$ cat src/rtl/fetch_unit.sv
// rtl/fetch_unit.sv - instruction fetch stage: owns the PC and runs the imem request/response handshake
module fetch_unit #(
   parameter logic [31:0] RESET_PC  = 32'h0000_0000,
   parameter int          TIMEOUT   = 16,
   parameter logic [31:0] NOP_INSTR = 32'h0000_0013
) (
   input  logic        clk,
   input  logic        rst,
   input  logic [2:0]  state,
   input  logic        pc_update,
   input  logic        branch_taken,
   input  logic [31:0] branch_target,
   output logic        imem_req,
   output logic [31:0] imem_addr,
   input  logic        imem_ready,
   input  logic        imem_valid,
   input  logic [31:0] imem_rdata,
   output logic [31:0] instr_raw,
   output logic [31:0] pc,
   output logic        fetch_done,
   output logic        fetch_err,
   output logic        busy
);

   typedef enum logic [1:0] {IDLE, REQ, WAIT, DONE} fsm_t;

   localparam logic [2:0] ST_FETCH = 3'd0;
   localparam logic [2:0] ST_WRITE = 3'd4;
   localparam logic [7:0] CNT_LAST = 8'(TIMEOUT - 1);

   fsm_t       fsm;
   logic [7:0] cnt;
   // Set whenever the core is outside FETCH; allows one fetch per FETCH visit.
   logic       armed;

   always_ff @(posedge clk or negedge rst) begin
      if (!rst) begin
         fsm        <= IDLE;
         cnt        <= 8'd0;
         armed      <= 1'b1;
         pc         <= RESET_PC;
         instr_raw  <= NOP_INSTR;
         imem_req   <= 1'b0;
         imem_addr  <= RESET_PC;
         fetch_done <= 1'b0;
         fetch_err  <= 1'b0;
         busy       <= 1'b0;
      end else begin
         fetch_done <= 1'b0;
         if (state != ST_FETCH)
            armed <= 1'b1;

         // PC commit is independent of the FSM; imem_addr keeps its own copy.
         if (pc_update && state == ST_WRITE) begin
            if (branch_taken) begin
               pc <= {branch_target[31:2], 2'b00};
               if (branch_target[1:0] != 2'b00)
                  fetch_err <= 1'b1;
            end else begin
               pc <= pc + 32'd4;
            end
         end

         case (fsm)
            IDLE: begin
               if (state == ST_FETCH && armed) begin
                  fsm       <= REQ;
                  imem_req  <= 1'b1;
                  imem_addr <= pc;
                  busy      <= 1'b1;
                  armed     <= 1'b0;
               end
            end
            REQ: begin
               if (imem_ready) begin
                  imem_req <= 1'b0;
                  cnt      <= 8'd0;
                  if (imem_valid) begin
                     instr_raw  <= imem_rdata;
                     fetch_done <= 1'b1;
                     fsm        <= DONE;
                  end else begin
                     fsm <= WAIT;
                  end
               end
            end
            WAIT: begin
               if (imem_valid) begin
                  instr_raw  <= imem_rdata;
                  fetch_done <= 1'b1;
                  fsm        <= DONE;
               end else if (cnt == CNT_LAST) begin
                  instr_raw  <= NOP_INSTR;
                  fetch_err  <= 1'b1;
                  fetch_done <= 1'b1;
                  fsm        <= DONE;
               end else begin
                  cnt <= cnt + 8'd1;
               end
            end
            DONE: begin
               fsm  <= IDLE;
               busy <= 1'b0;
            end
         endcase
      end
   end

endmodule

$ cat config.mk
export PLATFORM = sky130hd
export DESIGN_NAME = fetch_unit
export DESIGN_NICKNAME = d
export VERILOG_FILES = /design/src/rtl/fetch_unit.sv
export SDC_FILE = /design/constraint.sdc
export NUM_CORES = 1
export LEC_CHECK = 0
export ABC_AREA = 1
export ABC_CLOCK_PERIOD_IN_PS = 2200
export CAP_MARGIN = 20
export CORE_MARGIN = 2
export CORE_UTILIZATION = 48
export DETAILED_ROUTE_END_ITERATION = 7
export MAX_ROUTING_LAYER = met4
export PLACE_DENSITY = 0.89
export SYNTH_ARGS = -nofsm -noshare
export SYNTH_HDL_FRONTEND = slang
export SYNTH_SLANG_ARGS = --single-unit
$ cat constraint.sdc
create_clock -name clk -period 2.2 [get_ports clk]
set_input_delay 0.33 -clock clk [delete_from_list [all_inputs] [get_ports clk]]
set_output_delay 0.33 -clock clk [all_outputs]
set_load 0.005 [all_outputs]
After elaboration in Yosys (flattened, before gate mapping) --
Index checks and enable logic that the tools add are counted. W data, S select, Z words.
Word-level totals: bits in latches 0, ROM bits 0, memories 0, word-level logic and storage cells 72, RAM bits 0, flip-flop bits (word level) 111, output and inout port bits 100
Operators by class: mux-type cells 34, shift-type cells 0, $add $sub $neg 2, div/mod/pow operators 0, order comparisons 0, $mul 0, reductions and logical operators 15, equal/unequal tests 11, bitwise gates (word level) 0
Operator list (count):
- $mux W32 | 5
- $pmux W32 S2 | 1
- $add A32 B3 Y32 const B | 1
- $mux W8 | 3
- $mux W1 | 16
- $pmux W8 S2 | 1
- $ne A2 B2 Y1 const B | 5
- $add A8 B1 Y8 const B | 1
- $eq A8 B4 Y1 const B | 1
- $mux W2 | 4
- $pmux W2 S4 | 1
- $reduce_and A4 Y1 | 2
- $reduce_bool A2 Y1 | 4
- $pmux W1 S2 | 3
- $reduce_and A3 Y1 | 2
- $eq A2 B2 Y1 const B | 2
- $reduce_and A2 Y1 | 2
- $eq A3 B3 Y1 const B | 1
- $logic_not A3 Y1 | 1
- $ne A3 B3 Y1 const B | 1
- $reduce_bool A3 Y1 | 1
- $eq A2 B1 Y1 const B | 1
- $logic_and A1 B1 Y1 | 2
- $logic_not A2 Y1 | 1

Longest topological paths before layout --
depth after elaboration 7, mapped depth 10, gate-level depth less buffers 10

Worst setup path before layout --
No wires, ideal clock.
path kind register to register, start register fsm[0], end register instr_raw[23], period minus slack after synthesis 1.679 ns, buffers on the path 2, required time 2.077 ns, data arrival time 1.555 ns, cell stages (with the launch flop) 10, slack 0.521 ns, cells stage by stage dfrtp_1 inv_1 ha_1 buf_2 inv_2 o21ai_1 nand3_4 buf_6 nand2_1 o21ai_2
Between the ends: word-level cells in the longest chain between the ends 3, elaborated cells on any way between the ends 8, those cells by class 5 x eq/ne; 1 x mux; 2 x reduce/logical
RTL lines:
- start, declared | RTL line 31 | fsm_t fsm;
- start signal, assigned | RTL line 38 | fsm <= IDLE;
- start signal, assigned | RTL line 67 | fsm <= REQ;
- start signal, assigned | RTL line 81 | fsm <= DONE;
- $eq A2 B2 Y1 or $eq A2 B1 Y1 (tied branches) | RTL line 64 | case (fsm)
- $ne A3 B3 Y1 (no line) (tied with other cells)
- $reduce_and A4 Y1 (no line)
- end signal, assigned | RTL line 79 | instr_raw <= imem_rdata;
- end signal, assigned | RTL line 89 | instr_raw <= imem_rdata;
- end, declared | RTL line 18 | output logic [31:0] instr_raw,
Parallel ways exist; a longest one is shown, timed or not. A chain may end at the register's enable or synchronous reset.

Final worst setup path --
start register fsm[1], end register cnt[3]
Between the ends: word-level cells in the longest chain between the ends 3, elaborated cells on any way between the ends 8, those cells by class 5 x eq/ne; 1 x mux; 2 x reduce/logical
RTL lines:
- $eq A2 B2 Y1 or $eq A2 B1 Y1 (tied branches) | RTL line 64
- $ne A2 B2 Y1 (no line) or $reduce_bool A2 Y1 (tied branches)
- $reduce_and A4 Y1 (no line)
- end signal, assigned | RTL line 98 | cnt <= cnt + 8'd1;
- end, declared | RTL line 32 | logic [7:0] cnt;
Parallel ways exist; a longest one is shown, timed or not.

==> results.py <==
metrics = {
    "sta": {
        "finalCritPeriodShare": 0.8723,
        "period_minus_slack_ps": 1919,
        "fmax_ghz": 0.5211,
        "rsz0062_at_grt": "no",
        "finalSetupViolCount": 0,
        "holdWs_ps": 464.8,
        "fin_worst_skew_ps": 8.622,
        "slew_viol_final": 0,
        "setup_tns_ps": 0,
        "finalHoldViolCount": 0,
    },
    "die": {
        "core-area_um2": 11860,
        "die_x_um": 113.7,
        "die_area_um2": 12920,
        "rows": 40,
        "ios": 173,
        "die_y_um": 113.7,
        "start_util": 0.4866,
    },
    "grt": {
        "grt_pass1_wl_um": 25500,
        "grt_antenna_before_repair": 0,
        "grt_max_degree": 50,
        "grt_overflow": 0,
        "first_global_vias": 5299,
        "track_usage": 0.2542,
    },
    "outcome": {
        "status": "completed",
    },
    "synthesis": {
        "synth_compound_area_frac": 0.1520,
        "async_flop_share": 1.000,
        "syn_area_um2": 5772,
        "synth_ff_type": "dfrtp_1",
        "synthAdderAreaFrac": 0.01517,
        "yosysWarnings": 0,
        "synth_top_cell_area_share": 0.4466,
        "synth_cells": 745,
        "yosysTopAreaCell": "dfrtp_1",
        "seq_area_frac_synth": 0.4648,
        "avgSynthCellArea_um2": 7.747,
        "synth-edff-count": 0,
        "synthXorXnorAreaFrac": 0,
        "synth_area_leaders": "dfrtp_1 (45%), nand2_1 (15%), o21ai_0 (6.2%), nor2_1 (5.6%), o21ai_2 (4.9%)",
        "ys_types": 40,
        "synth-simple-area-share": 0.2966,
        "synth-seq-cells": 107,
        "synth_mux_area_frac": 0,
        "synth_top_family_by_area": "simple AND/OR/NAND/NOR gates",
    },
    "placement": {
        "gp_congestion": 0.9563,
        "portBuffers": 168,
        "placed_cell_area_um2": 7585,
        "hpwl_um": 11510,
    },
    "route": {
        "post-route-drc-count": 0,
        "antenna_left": 0,
        "vias": 5541,
        "first_iter_violations": 471,
        "viasPerCell": 5.222,
        "post_drt_wl_per_cell_um": 14.76,
        "routed_wl_um": 15660,
        "drt_pass1_iterations": 5,
    },
    "critical_path": {
        "endpoint_kind": "flip-flop",
        "arrival_ps": 2170,
        "crit_type": "reg -> reg",
        "cp-start-kind": "flip-flop",
        "critPathMaxFanout": 14,
        "crit_required_ps": 2460,
    },
    "cells_and_area": {
        "fillers": 965,
        "multiInputGateArea_um2": 2691,
        "area_growth_pct": 36.40,
        "n_antenna_cell": 0,
        "num-nets-final": 989,
        "drive_gt1_frac": 0.1039,
        "stdcell_area_um2": 7873,
        "ff_latch_area_um2": 2683,
    },
    "cts": {
        "cts_max_level": 3,
        "cts_tree": "done",
        "clock-sinks": 107,
        "post-cts-setup-buffers": 0,
        "cts_resized": 0,
        "path_clk_slew_ps": 70,
        "cts_buffers": 9,
        "clock_path_buffers": 2,
        "clkLatencyLatePin_ps": 350,
        "cts_hold_buf": 1,
        "cts-root-buf": "clkbuf_16",
    },
    "power": {
        "p_total_w": 0.008868,
        "p_switching_w": 0.003279,
        "leakagePower_nw": 3.554,
        "internal_power_w": 0.005589,
        "clkPwrFrac": 0.173,
        "ir_worst_vdd_uv": 508.2,
        "p_per_area_nw_per_um2": 1126,
        "pwr-share-seq": 0.376,
        "comb_power_share": 0.451,
        "switching_share": 0.3698,
    },
    "hold_path": {
        "hp-class": "reg -> reg",
    },
    "job": {
        "maxCapViolCount": 0,
    },
}
==> path summary, 6_finish.rpt <==
check	from	endpoint	slack, ps	cells after the start
min	fetch_err	fetch_err	460	2
min reg2reg	fetch_err	fetch_err	460	2
max	fsm[1]	cnt[3]	280	7
max reg2reg	fsm[1]	cnt[3]	280	7
min in group asynchronous	rst	instr_raw[30]	480	2
max in group asynchronous	rst	instr_raw[10]	1030	3
==> state kept, by name, indices dropped and copies added, names as in the netlist <==
register    flops
imem_req        1
fetch_done      1
fsm             2
fetch_err       1
instr_raw      32
cnt             8
imem_addr      30
busy            1
armed           1
pc             30
==> cells in the final DEF (no fill, tap or decap), types with 5 or more instances in the layout <==
cell,n
a21oi_1,13
buf_4,14
clkbuf_16,9
clkdlybuf4s50_1,167
dfrtp_1,103
ha_1,7
inv_1,51
nand2_1,233
nand3_1,43
nand4_1,5
nor2_1,86
o21ai_0,72
o21ai_1,11
o21ai_2,32
==> Yosys cell counts (all sizes together) (4+ instances only) <==
master / count
inv: 55
nand3: 48
buf: 19
nand2: 237
nor3: 4
dfstp: 4
o22ai: 4
clkbuf: 15
dfrtp: 103
a21oi: 14
ha: 7
nand4: 6
o21ai: 115
nor2: 94
==> through the flow <==
stage / cells / setup WS, ps / util
final: 1061 / 281.0 / 0.6637
after global routing: 1061 / 97.93 / 0.6637
after CTS: 1061 / 258.6 / 0.6637
after detailed placement: 1044 / 251.8 / 0.6395
after global placement: 1044 / 314.3 / 0.6395
after floorplan: 748 / 521.2 / -
==> critical path: stages (launching register included) <==
cell and delay, ps:
dfrtp_1 440, inv_1 100, ha_1 240, inv_1 90
nor2_1 50, inv_1 130, nand4_1 430, o21ai_0 340
==> power by group through the flow <==
stage,clock network (W),logic [W],registers (W)
floorplan,0,0.00199,0.00330
global placement,0,0.00390,0.00333
detailed placement,0,0.00402,0.00335
CTS,0.00157,0.00404,0.00333
global route,0.00166,0.00442,0.00343
finish,0.00154,0.00400,0.00333
==> layer usage <==
metal	part of all wire	GRT usage	routed length, um
met1	0.42	0.3125	6512
met2	0.48	0.4148	7520
met3	0.077	0.05473	1201
met4	0.027	0.09593	425
met5	0	-	0
==> cell families after synthesis <==
family	count (synthesis)
buf+inv	90
flops	107
other cells	1
fa+ha+maj	7
simple gates	396
compound gates	144
==> layout make-up <==
| type | instances | area share |
|---|---|---|
| Multi-Input combinational cell | 551 | 0.3419 |
| Sequential cell | 107 | 0.3407 |
| Timing Repair Buffer | 184 | 0.2320 |
| Clock buffer | 9 | 0.02861 |
| Inverter | 56 | 0.02670 |
| Tap cell | 147 | 0.02336 |
| Clock inverter | 7 | 0.006675 |
No activity file was read; power rests on OpenSTA's default activity.
